<file path="config.mk">
export PLATFORM = sky130hd
export DESIGN_NAME = orv64_icache_miss_ctrl_flat
export DESIGN_NICKNAME = d
export VERILOG_FILES = /design/src/rtl/orv64_icache_miss_if.sv /design/src/rtl/orv64_icache_miss_ctrl.sv /design/src/flat_wrapper.sv
export SDC_FILE = /design/constraint.sdc
export NUM_CORES = 1
export LEC_CHECK = 0
export ABC_AREA = 1
export ABC_CLOCK_PERIOD_IN_PS = 1730
export BUFFER_PORTS_ARGS = -buffer_cell sky130_fd_sc_hd__buf_2
export CAP_MARGIN = 10
export CORE_AREA = 2 2 269 271
export CTS_CLUSTER_DIAMETER = 80
export DETAILED_ROUTE_END_ITERATION = 8
export DIE_AREA = 0 0 271 273
export SYNTH_ARGS = -nofsm -noshare
export SYNTH_HDL_FRONTEND = slang
export SYNTH_SLANG_ARGS = --single-unit
</file>
<file path="constraint.sdc">
create_clock -name clk -period 1.73 [get_ports clk]
set_input_delay 0.2595 -clock clk [delete_from_list [all_inputs] [get_ports clk]]
set_output_delay 0.2595 -clock clk [all_outputs]
set_load 0.03 [all_outputs]
</file>
<file path="src/rtl/orv64_icache_miss_if.sv">
// orv64_icache_miss_if
// Bundles the I-cache miss request port, the ic2isys/isys2ic sysbus refill
// port and the I-cache fill port of the I-cache miss controller.
// The master modport is the miss controller; the slave modport is its
// surroundings (I-cache and sysbus refill stage).
interface orv64_icache_miss_if #(
    parameter int PA_W   = 56,
    parameter int LINE_W = 256
);
    logic              miss_valid;
    logic              miss_ready;
    logic [PA_W-1:0]   miss_pc;
    logic              ic2isys_en;
    logic [PA_W-1:0]   ic2isys_pc;
    logic              isys2ic_valid;
    logic [LINE_W-1:0] isys2ic_rdata;
    logic              refill_valid;
    logic              refill_ready;
    logic [PA_W-1:0]   refill_addr;
    logic [LINE_W-1:0] refill_data;

    modport master (
        input  miss_valid, miss_pc, isys2ic_valid, isys2ic_rdata, refill_ready,
        output miss_ready, ic2isys_en, ic2isys_pc, refill_valid, refill_addr, refill_data
    );

    modport slave (
        output miss_valid, miss_pc, isys2ic_valid, isys2ic_rdata, refill_ready,
        input  miss_ready, ic2isys_en, ic2isys_pc, refill_valid, refill_addr, refill_data
    );
endinterface

</file>
<file path="src/rtl/orv64_icache_miss_ctrl.sv">
// orv64_icache_miss_ctrl
// Queues I-cache line misses, issues them one at a time to the sysbus refill
// stage (ic2isys_en/pc), captures the returned line and offers it to the
// I-cache fill port with a valid/ready handshake. A flush discards queued
// misses and marks an in-flight one for discard when its line returns.
// Optional feature macro: ORV64_ICACHE_MISS_MERGE_EN -- a miss to a line that
// is already queued, in flight (not marked for discard) or awaiting refill is
// accepted without being enqueued again.
module orv64_icache_miss_ctrl #(
    parameter int MISS_Q_DEPTH = 2,
    parameter int PA_W         = 56,
    parameter int LINE_W       = 256,
    parameter int OFFS_W       = $clog2(LINE_W / 8)
) (
    input  logic                clk,
    input  logic                rst_n,
    input  logic                flush,
    output logic                busy,
    orv64_icache_miss_if.master bus
);

    localparam int QA_W = $clog2(MISS_Q_DEPTH);

    typedef enum logic [1:0] {
        ST_IDLE  = 2'd0,
        ST_ISSUE = 2'd1,
        ST_RESP  = 2'd2
    } state_e;

    state_e            state_q, state_d;
    logic [QA_W:0]     wr_ptr_q, wr_ptr_d;
    logic [QA_W:0]     rd_ptr_q, rd_ptr_d;
    logic [PA_W-1:0]   q_mem_q [MISS_Q_DEPTH];
    logic [PA_W-1:0]   q_mem_d [MISS_Q_DEPTH];
    logic              drop_q, drop_d;
    logic              en_q, en_d;
    logic [PA_W-1:0]   issue_pc_q, issue_pc_d;
    logic              refill_valid_q, refill_valid_d;
    logic [PA_W-1:0]   refill_addr_q, refill_addr_d;
    logic [LINE_W-1:0] refill_data_q, refill_data_d;

    logic              empty_s;
    logic              full_s;
    logic              merge_hit_s;
    logic              miss_ready_s;
    logic              push_s;
    logic              pop_s;
    logic [PA_W-1:0]   miss_line_s;
    logic [PA_W-1:0]   head_s;
    logic              unused_offs_s;

    // Line address of the incoming miss; the offset bits carry no information.
    assign miss_line_s   = {bus.miss_pc[PA_W-1:OFFS_W], {OFFS_W{1'b0}}};
    assign unused_offs_s = ^bus.miss_pc[OFFS_W-1:0];

    // Wrap-bit pointers: equal means empty, equal index with differing wrap means full.
    assign empty_s = (wr_ptr_q == rd_ptr_q);
    assign full_s  = (wr_ptr_q[QA_W] != rd_ptr_q[QA_W]) &&
                     (wr_ptr_q[QA_W-1:0] == rd_ptr_q[QA_W-1:0]);
    assign head_s  = q_mem_q[rd_ptr_q[QA_W-1:0]];

`ifdef ORV64_ICACHE_MISS_MERGE_EN
    logic [QA_W:0] occ_s;
    assign occ_s = wr_ptr_q - rd_ptr_q;

    // Detect a miss to a line already queued, in flight (not dropped) or awaiting refill.
    always_comb begin
        merge_hit_s = 1'b0;
        for (int i = 0; i < MISS_Q_DEPTH; i++) begin
            if (({1'b0, QA_W'(QA_W'(i) - rd_ptr_q[QA_W-1:0])} < occ_s) &&
                (q_mem_q[i] == miss_line_s)) begin
                merge_hit_s = 1'b1;
            end else begin
                merge_hit_s = merge_hit_s;
            end
        end
        if ((state_q == ST_ISSUE) && !drop_q && (issue_pc_q == miss_line_s)) begin
            merge_hit_s = 1'b1;
        end else if ((state_q == ST_RESP) && (refill_addr_q == miss_line_s)) begin
            merge_hit_s = 1'b1;
        end else begin
            merge_hit_s = merge_hit_s;
        end
    end
`else
    assign merge_hit_s = 1'b0;
`endif

    // A merged miss is acknowledged even when the queue is full; a flush swallows any push.
    assign miss_ready_s = !full_s || merge_hit_s;
    assign push_s       = bus.miss_valid && miss_ready_s && !merge_hit_s && !flush;
    assign pop_s        = (state_q == ST_IDLE) && !empty_s && !flush;

    // Miss queue next state: flush empties it by pulling the read pointer up to the write pointer.
    always_comb begin
        wr_ptr_d = wr_ptr_q;
        rd_ptr_d = rd_ptr_q;
        q_mem_d  = q_mem_q;
        if (flush) begin
            rd_ptr_d = wr_ptr_q;
        end else begin
            if (push_s) begin
                q_mem_d[wr_ptr_q[QA_W-1:0]] = miss_line_s;
                wr_ptr_d = wr_ptr_q + (QA_W+1)'(1);
            end else begin
                wr_ptr_d = wr_ptr_q;
            end
            if (pop_s) begin
                rd_ptr_d = rd_ptr_q + (QA_W+1)'(1);
            end else begin
                rd_ptr_d = rd_ptr_q;
            end
        end
    end

    // Transaction FSM: issue one miss, wait for its line, hand it to the I-cache.
    always_comb begin
        state_d        = state_q;
        drop_d         = drop_q;
        en_d           = en_q;
        issue_pc_d     = issue_pc_q;
        refill_valid_d = refill_valid_q;
        refill_addr_d  = refill_addr_q;
        refill_data_d  = refill_data_q;
        case (state_q)
            ST_IDLE: begin
                if (pop_s) begin
                    issue_pc_d = head_s;
                    en_d       = 1'b1;
                    drop_d     = 1'b0;
                    state_d    = ST_ISSUE;
                end else begin
                    state_d = ST_IDLE;
                end
            end
            ST_ISSUE: begin
                // The sysbus transaction cannot be aborted, so a flush only marks it for discard.
                if (bus.isys2ic_valid) begin
                    en_d = 1'b0;
                    if (drop_q || flush) begin
                        drop_d  = 1'b0;
                        state_d = ST_IDLE;
                    end else begin
                        refill_valid_d = 1'b1;
                        refill_addr_d  = issue_pc_q;
                        refill_data_d  = bus.isys2ic_rdata;
                        state_d        = ST_RESP;
                    end
                end else begin
                    en_d = 1'b1;
                    if (flush) begin
                        drop_d = 1'b1;
                    end else begin
                        drop_d = drop_q;
                    end
                end
            end
            ST_RESP: begin
                if (bus.refill_ready || flush) begin
                    refill_valid_d = 1'b0;
                    state_d        = ST_IDLE;
                end else begin
                    refill_valid_d = 1'b1;
                end
            end
            default: begin
                state_d        = ST_IDLE;
                en_d           = 1'b0;
                drop_d         = 1'b0;
                refill_valid_d = 1'b0;
            end
        endcase
    end

    // State, queue and output registers with asynchronous clear.
    always_ff @(posedge clk or negedge rst_n) begin
        if (!rst_n) begin
            state_q        <= ST_IDLE;
            wr_ptr_q       <= '0;
            rd_ptr_q       <= '0;
            for (int i = 0; i < MISS_Q_DEPTH; i++) begin
                q_mem_q[i] <= '0;
            end
            drop_q         <= 1'b0;
            en_q           <= 1'b0;
            issue_pc_q     <= '0;
            refill_valid_q <= 1'b0;
            refill_addr_q  <= '0;
            refill_data_q  <= '0;
        end else begin
            state_q        <= state_d;
            wr_ptr_q       <= wr_ptr_d;
            rd_ptr_q       <= rd_ptr_d;
            q_mem_q        <= q_mem_d;
            drop_q         <= drop_d;
            en_q           <= en_d;
            issue_pc_q     <= issue_pc_d;
            refill_valid_q <= refill_valid_d;
            refill_addr_q  <= refill_addr_d;
            refill_data_q  <= refill_data_d;
        end
    end

    assign bus.miss_ready   = miss_ready_s;
    assign bus.ic2isys_en   = en_q;
    assign bus.ic2isys_pc   = issue_pc_q;
    assign bus.refill_valid = refill_valid_q;
    assign bus.refill_addr  = refill_addr_q;
    assign bus.refill_data  = refill_data_q;
    assign busy             = !empty_s || (state_q != ST_IDLE);

endmodule
</file>
<file path="src/flat_wrapper.sv">
// flat-port wrapper written by rule: the top's interface ports become plain ports
module orv64_icache_miss_ctrl_flat 
#(
    parameter int MISS_Q_DEPTH = 2,
    parameter int PA_W         = 56,
    parameter int LINE_W       = 256,
    parameter int OFFS_W       = $clog2(LINE_W / 8)
)
  (clk, rst_n, flush, busy, bus_miss_valid, bus_miss_pc, bus_isys2ic_valid, bus_isys2ic_rdata, bus_refill_ready, bus_miss_ready, bus_ic2isys_en, bus_ic2isys_pc, bus_refill_valid, bus_refill_addr, bus_refill_data);
  orv64_icache_miss_if #(.PA_W(PA_W), .LINE_W(LINE_W)) bus_i ();
  input  logic clk;
  input  logic rst_n;
  input  logic flush;
  output logic busy;
  input wire logic [$bits(bus_i.miss_valid)-1:0] bus_miss_valid;
  input wire logic [$bits(bus_i.miss_pc)-1:0] bus_miss_pc;
  input wire logic [$bits(bus_i.isys2ic_valid)-1:0] bus_isys2ic_valid;
  input wire logic [$bits(bus_i.isys2ic_rdata)-1:0] bus_isys2ic_rdata;
  input wire logic [$bits(bus_i.refill_ready)-1:0] bus_refill_ready;
  output wire logic [$bits(bus_i.miss_ready)-1:0] bus_miss_ready;
  output wire logic [$bits(bus_i.ic2isys_en)-1:0] bus_ic2isys_en;
  output wire logic [$bits(bus_i.ic2isys_pc)-1:0] bus_ic2isys_pc;
  output wire logic [$bits(bus_i.refill_valid)-1:0] bus_refill_valid;
  output wire logic [$bits(bus_i.refill_addr)-1:0] bus_refill_addr;
  output wire logic [$bits(bus_i.refill_data)-1:0] bus_refill_data;
  assign bus_i.miss_valid = bus_miss_valid;
  assign bus_i.miss_pc = bus_miss_pc;
  assign bus_i.isys2ic_valid = bus_isys2ic_valid;
  assign bus_i.isys2ic_rdata = bus_isys2ic_rdata;
  assign bus_i.refill_ready = bus_refill_ready;
  assign bus_miss_ready = bus_i.miss_ready;
  assign bus_ic2isys_en = bus_i.ic2isys_en;
  assign bus_ic2isys_pc = bus_i.ic2isys_pc;
  assign bus_refill_valid = bus_i.refill_valid;
  assign bus_refill_addr = bus_i.refill_addr;
  assign bus_refill_data = bus_i.refill_data;
  orv64_icache_miss_ctrl #(.MISS_Q_DEPTH(MISS_Q_DEPTH), .PA_W(PA_W), .LINE_W(LINE_W), .OFFS_W(OFFS_W)) u_core (.clk(clk), .rst_n(rst_n), .flush(flush), .busy(busy), .bus(bus_i));
endmodule
</file>
# After elaboration in Yosys (flattened, before gate mapping)
# Cells that the tools add are included.
# word_totals
word_cells,80
in_bits,318
regBits,489
output_inout_bits,372
# op_classes
add_sub_neg,2
muxes,25
bitwise_logic,6
n_reduce_logical,22
order_cmp,3
eq_ne,11
# op_table
op,n
$mux W56,4
$bwmux W112,1
$demux W56 S1,1
$mux W1,10
$mux W2,5
$pmux W1 S3,3
$reduce_and A2 Y1,4
$logic_and A1 B1 Y1,6
$pmux W2 S3,1
$reduce_and A3 Y1,2
$add A2 B1 Y2 const B,2
$ge A2 B2 Y1 const B,2
$ne A2 B1 Y1 const B,2
$ne A2 B2 Y1 const B,2
$not A1 Y1,4
$not A1 Y2,2
$reduce_and A4 Y1,1
$reduce_bool A2 Y1,2
$logic_not A1 Y1,3
$logic_or A1 B1 Y1,3
$ne A3 B2 Y1 const B,1
$ne A3 B3 Y1 const B,1
$eq A2 B1 Y1 const B,1
$eq A2 B2 Y1,1
5 further kinds,5

# Logic depth before layout (Yosys ltp)
# depth
depth_word,6
mapped_depth,10
depth_no_buf,10

# Worst setup path before layout
# OpenSTA, ideal clock, no wires.
# synth_path
path_type,reg2reg
from,register u_core.state_q[0]
to,"register u_core.refill_data_q[105], in the netlist u_core.bus.refill_data[105]"
synth_period_minus_slack_ns,1.690
stages_incl_launch_ff,7
path_slack_ns,0.040
setup_time_ns,0.125
path_buffers,3
arrival_ns,1.566
t_required_ns,1.605
path_cell_list,dfrtp_1 -> ha_1 -> nand3_1 -> buf_2 -> buf_2 -> buf_2 -> mux2_2
# synth_between
elab_chain_len,2
# synth_rtl
item,line_no,text
"start, declared",orv64_icache_miss_ctrl.sv:30,"state_e state_q, state_d;"
"start signal, assigned",orv64_icache_miss_ctrl.sv:191,state_q <= state_d;
$eq A2 B1 Y1,orv64_icache_miss_ctrl.sv:125,case (state_q)
$reduce_and A3 Y1 (no source line),-,
"end signal, assigned",orv64_icache_miss_ctrl.sv:200,refill_data_q <= refill_data_d;
"end, declared",orv64_icache_miss_ctrl.sv:40,"logic [LINE_W-1:0] refill_data_q, refill_data_d;"
# Every way passes these cells.
# A chain may end at the register's enable or synchronous reset.

# Worst setup path in the final report
# layout_path
from,register u_core.state_q[1]
to,"register u_core.refill_data_q[209], in the netlist u_core.bus.refill_data[209]"
# The elaborated chain is that of the path after synthesis.

==> results.sh <==
export IMPL_outcome="complete, but fails checks"
export IMPL_violations="negative setup slack"
export IMPL_slew_violations=0
export IMPL_setup_tns_ns=-15.68
export IMPL_yosys_register_bits=469
export IMPL_final_area_mm2=0.0297
export IMPL_rsz0062_at_grt="yes"
export IMPL_port_buffer_count=674
export IMPL_leakagePower_nw=14.9
export IMPL_synthesis_instances=1430
export IMPL_cts_htree_levels=2
export IMPL_worst_pin_slew_ns=0.530
export IMPL_utilization=0.419
export IMPL_avgViaCountPerCell=4.34
export IMPL_dieArea_mm2=0.0740
export IMPL_numCtsBuffers=52
export IMPL_grt_pass1_wl_mm=89.3
export IMPL_wl_mm=64.4
export IMPL_peakVddDrop_mv=1.18
export IMPL_synth_area_mm2=0.0181
export IMPL_synth_warnings=0
export IMPL_fin_skew_ns=0.0286
export IMPL_fmax_ghz=0.536
export IMPL_cts_tree="yes"
export IMPL_synth_cell_type_count=25
export IMPL_clk_insertion_delay_late_ns=0.61
export IMPL_yosysSeqAreaShare=0.647
export IMPL_period_minus_slack_ns=1.86
export IMPL_drt_drc_violations_left=0
export IMPL_cp_arrival_ns=2.33
export IMPL_cts_max_path_buffers=3
export IMPL_gr_total_overflow=0
export IMPL_clock_sinks=469
export IMPL_grt_max_degree=68
export IMPL_max_cap_viol_count=0
export IMPL_vias=15200
export IMPL_dieHeight_um=273
export IMPL_synth_area_leaders="dfrtp_1 (65%), mux2_2 (19%), nand2_1 (5.1%)"
export IMPL_clock_root_buffer="clkbuf_16"
export IMPL_critPathLaunchType="flop"
export IMPL_grt_usage=0.151
export IMPL_holdCritPathClass="input pin to flop"
export IMPL_firstDrtPassIters=5
export IMPL_place_congestion=0.864
export IMPL_relSlewSlack=0.647
export IMPL_core_area_mm2=0.0710
export IMPL_power_density_mw_per_mm2=1910
export IMPL_area_growth_pct=63.9
export IMPL_ant_nets=0
export IMPL_die_w_um=271
export IMPL_dp_hpwl_mm=39.7
export IMPL_final_common_cell="buf_2"
export IMPL_worst_hold_slack_ns=0.0636
export IMPL_clk_pin_slew_worst_paths_ns=0.06
export IMPL_start_util=0.256
export IMPL_rows=98
export IMPL_fin_crit_sh=1.08
export IMPL_nets=2838
export IMPL_drtIter0Drc=661
export IMPL_antenna_found_initial=1
export IMPL_postPlaceCellArea_mm2=0.0230
export IMPL_yosys_area_top_type_share=0.647
export IMPL_cp_required_ns=2.20
export IMPL_drive_gt1_frac=0.475
export IMPL_hold_violations=0
export IMPL_fin_ws_ns=-0.134
export IMPL_io_pins=690
export IMPL_end_kind="flop"
export IMPL_grt_pass1_vias=16100
export IMPL_wl_per_cell_um=18.3
export IMPL_postSynthAreaPerCell_um2=12.7
export IMPL_crit_fanout=6
export IMPL_layout_common_cells="buf_2 (671), dfrtp_1 (467), dlygate4sd3_1 (309)"
export IMPL_finalSetupViolCount=258
export IMPL_path_class="flop to flop"
export IMPL_post_place_ws_ns=-0.0195
export IMPL_synth_top_area_cell="dfrtp_1"
## worst paths after layout
check / cells past startpoint / to / startpoint / slack, ns
max reg2reg: 8 / u_core.bus.refill_data[209] / u_core.state_q[1] / -0.13
max: 8 / u_core.bus.refill_data[209] / u_core.state_q[1] / -0.13
min reg2reg: 2 / u_core.q_mem_q[96] / u_core.q_mem_q[96] / 0.47
min in group asynchronous: 2 / u_core.bus.refill_data[0] / rst_n / 0.20
max in group asynchronous: 3 / u_core.q_mem_q[64] / rst_n / 0.77
min: 4 / u_core.drop_q / bus_isys2ic_valid / 0.06
## power breakdown
part           switching, W  internal, W  total (W)
Sequential          0.00299       0.0162     0.0192
Clock               0.00465      0.00705     0.0117
Combinational        0.0161      0.00978     0.0259
Total                0.0238       0.0331     0.0569
## routing by layer
metal  up-vias  track usage  part of all wire
li1       6945            -                 -
met1      7569        0.175              0.40
met2       585        0.271              0.50
met3       149       0.0304             0.062
met4         0       0.0615             0.037
met5         -            0                 0
## metrics by stage
stage               total power (W)  std cells
floorplan                    0.0340       1439
global placement             0.0416       3039
detailed placement           0.0422       3039
CTS                          0.0551       3457
global route                 0.0598       3509
finish                       0.0569       3510
## Yosys cell counts
library cell	instances
dfrtp_1	469
mux2_2	307
nand2_1	249
o21ai_0	144
buf_2	50
inv_1	50
nor2_1	45
a21oi_1	40
clkbuf_1	25
buf_4	14
mux2i_1	12
nand3_1	4
o21ai_1	4
ha_1	3
inv_2	2
nand3_2	2
nor2_4	2
buf_1	1
conb_1	1
nand2_2	1
nand4_1	1
nor3_1	1
o211ai_1	1
o22ai_1	1
xor2_1	1
## registers in the layout, summed over array words and instances, names as in the netlist
register and cells:
u_core.bus.refill_data 256, u_core.rd_ptr_q 2, u_core.wr_ptr_q 2, u_core.q_mem_q 102, u_core.state_q 2, u_core.drop_q 1
u_core.bus.ic2isys_pc 51, u_core.bus.refill_addr 51, u_core.bus.ic2isys_en 1, u_core.bus.refill_valid 1
## logic make-up after synthesis
family / synth area share
and+or+nand+nor: 0.0652
buffers and inverters: 0.0357
AOI/OAI and AO/OA: 0.0526
other: 0.000207
muxes: 0.197
DFF: 0.647
xor gates and xnor gates: 0.000483
adders and majority gates: 0.00207
## worst max-delay path: stages, from the launching register on
cell,delay [ns]
dfrtp_1,0.39
inv_2,0.07
buf_4,0.11
ha_4,0.13
nand3_4,0.17
clkbuf_16,0.26
clkbuf_16,0.18
buf_12,0.13
mux2_4,0.29
## cell type report
type,count,area [um^2]
fillers,6454,41300
flip-flops and latches,469,11700
repair buffers,1114,8620
multi-input cells,828,6130
clock buffers,78,1570
well taps,950,1190
clock inverters,17,287
inverters,52,198
diodes,2,5.00
## what timing repair did
item                                    4_1_cts  5_1_grt
pin swaps                                     3        6
endpoints found under the hold margin       586        0
hold buffers                                309        0
endpoints found under the setup margin       26      342
buffers inserted                             12       17
cloned                                        2       34
gates resized for setup                      44      127
Note: power is estimated with default switching activity, not from simulation.
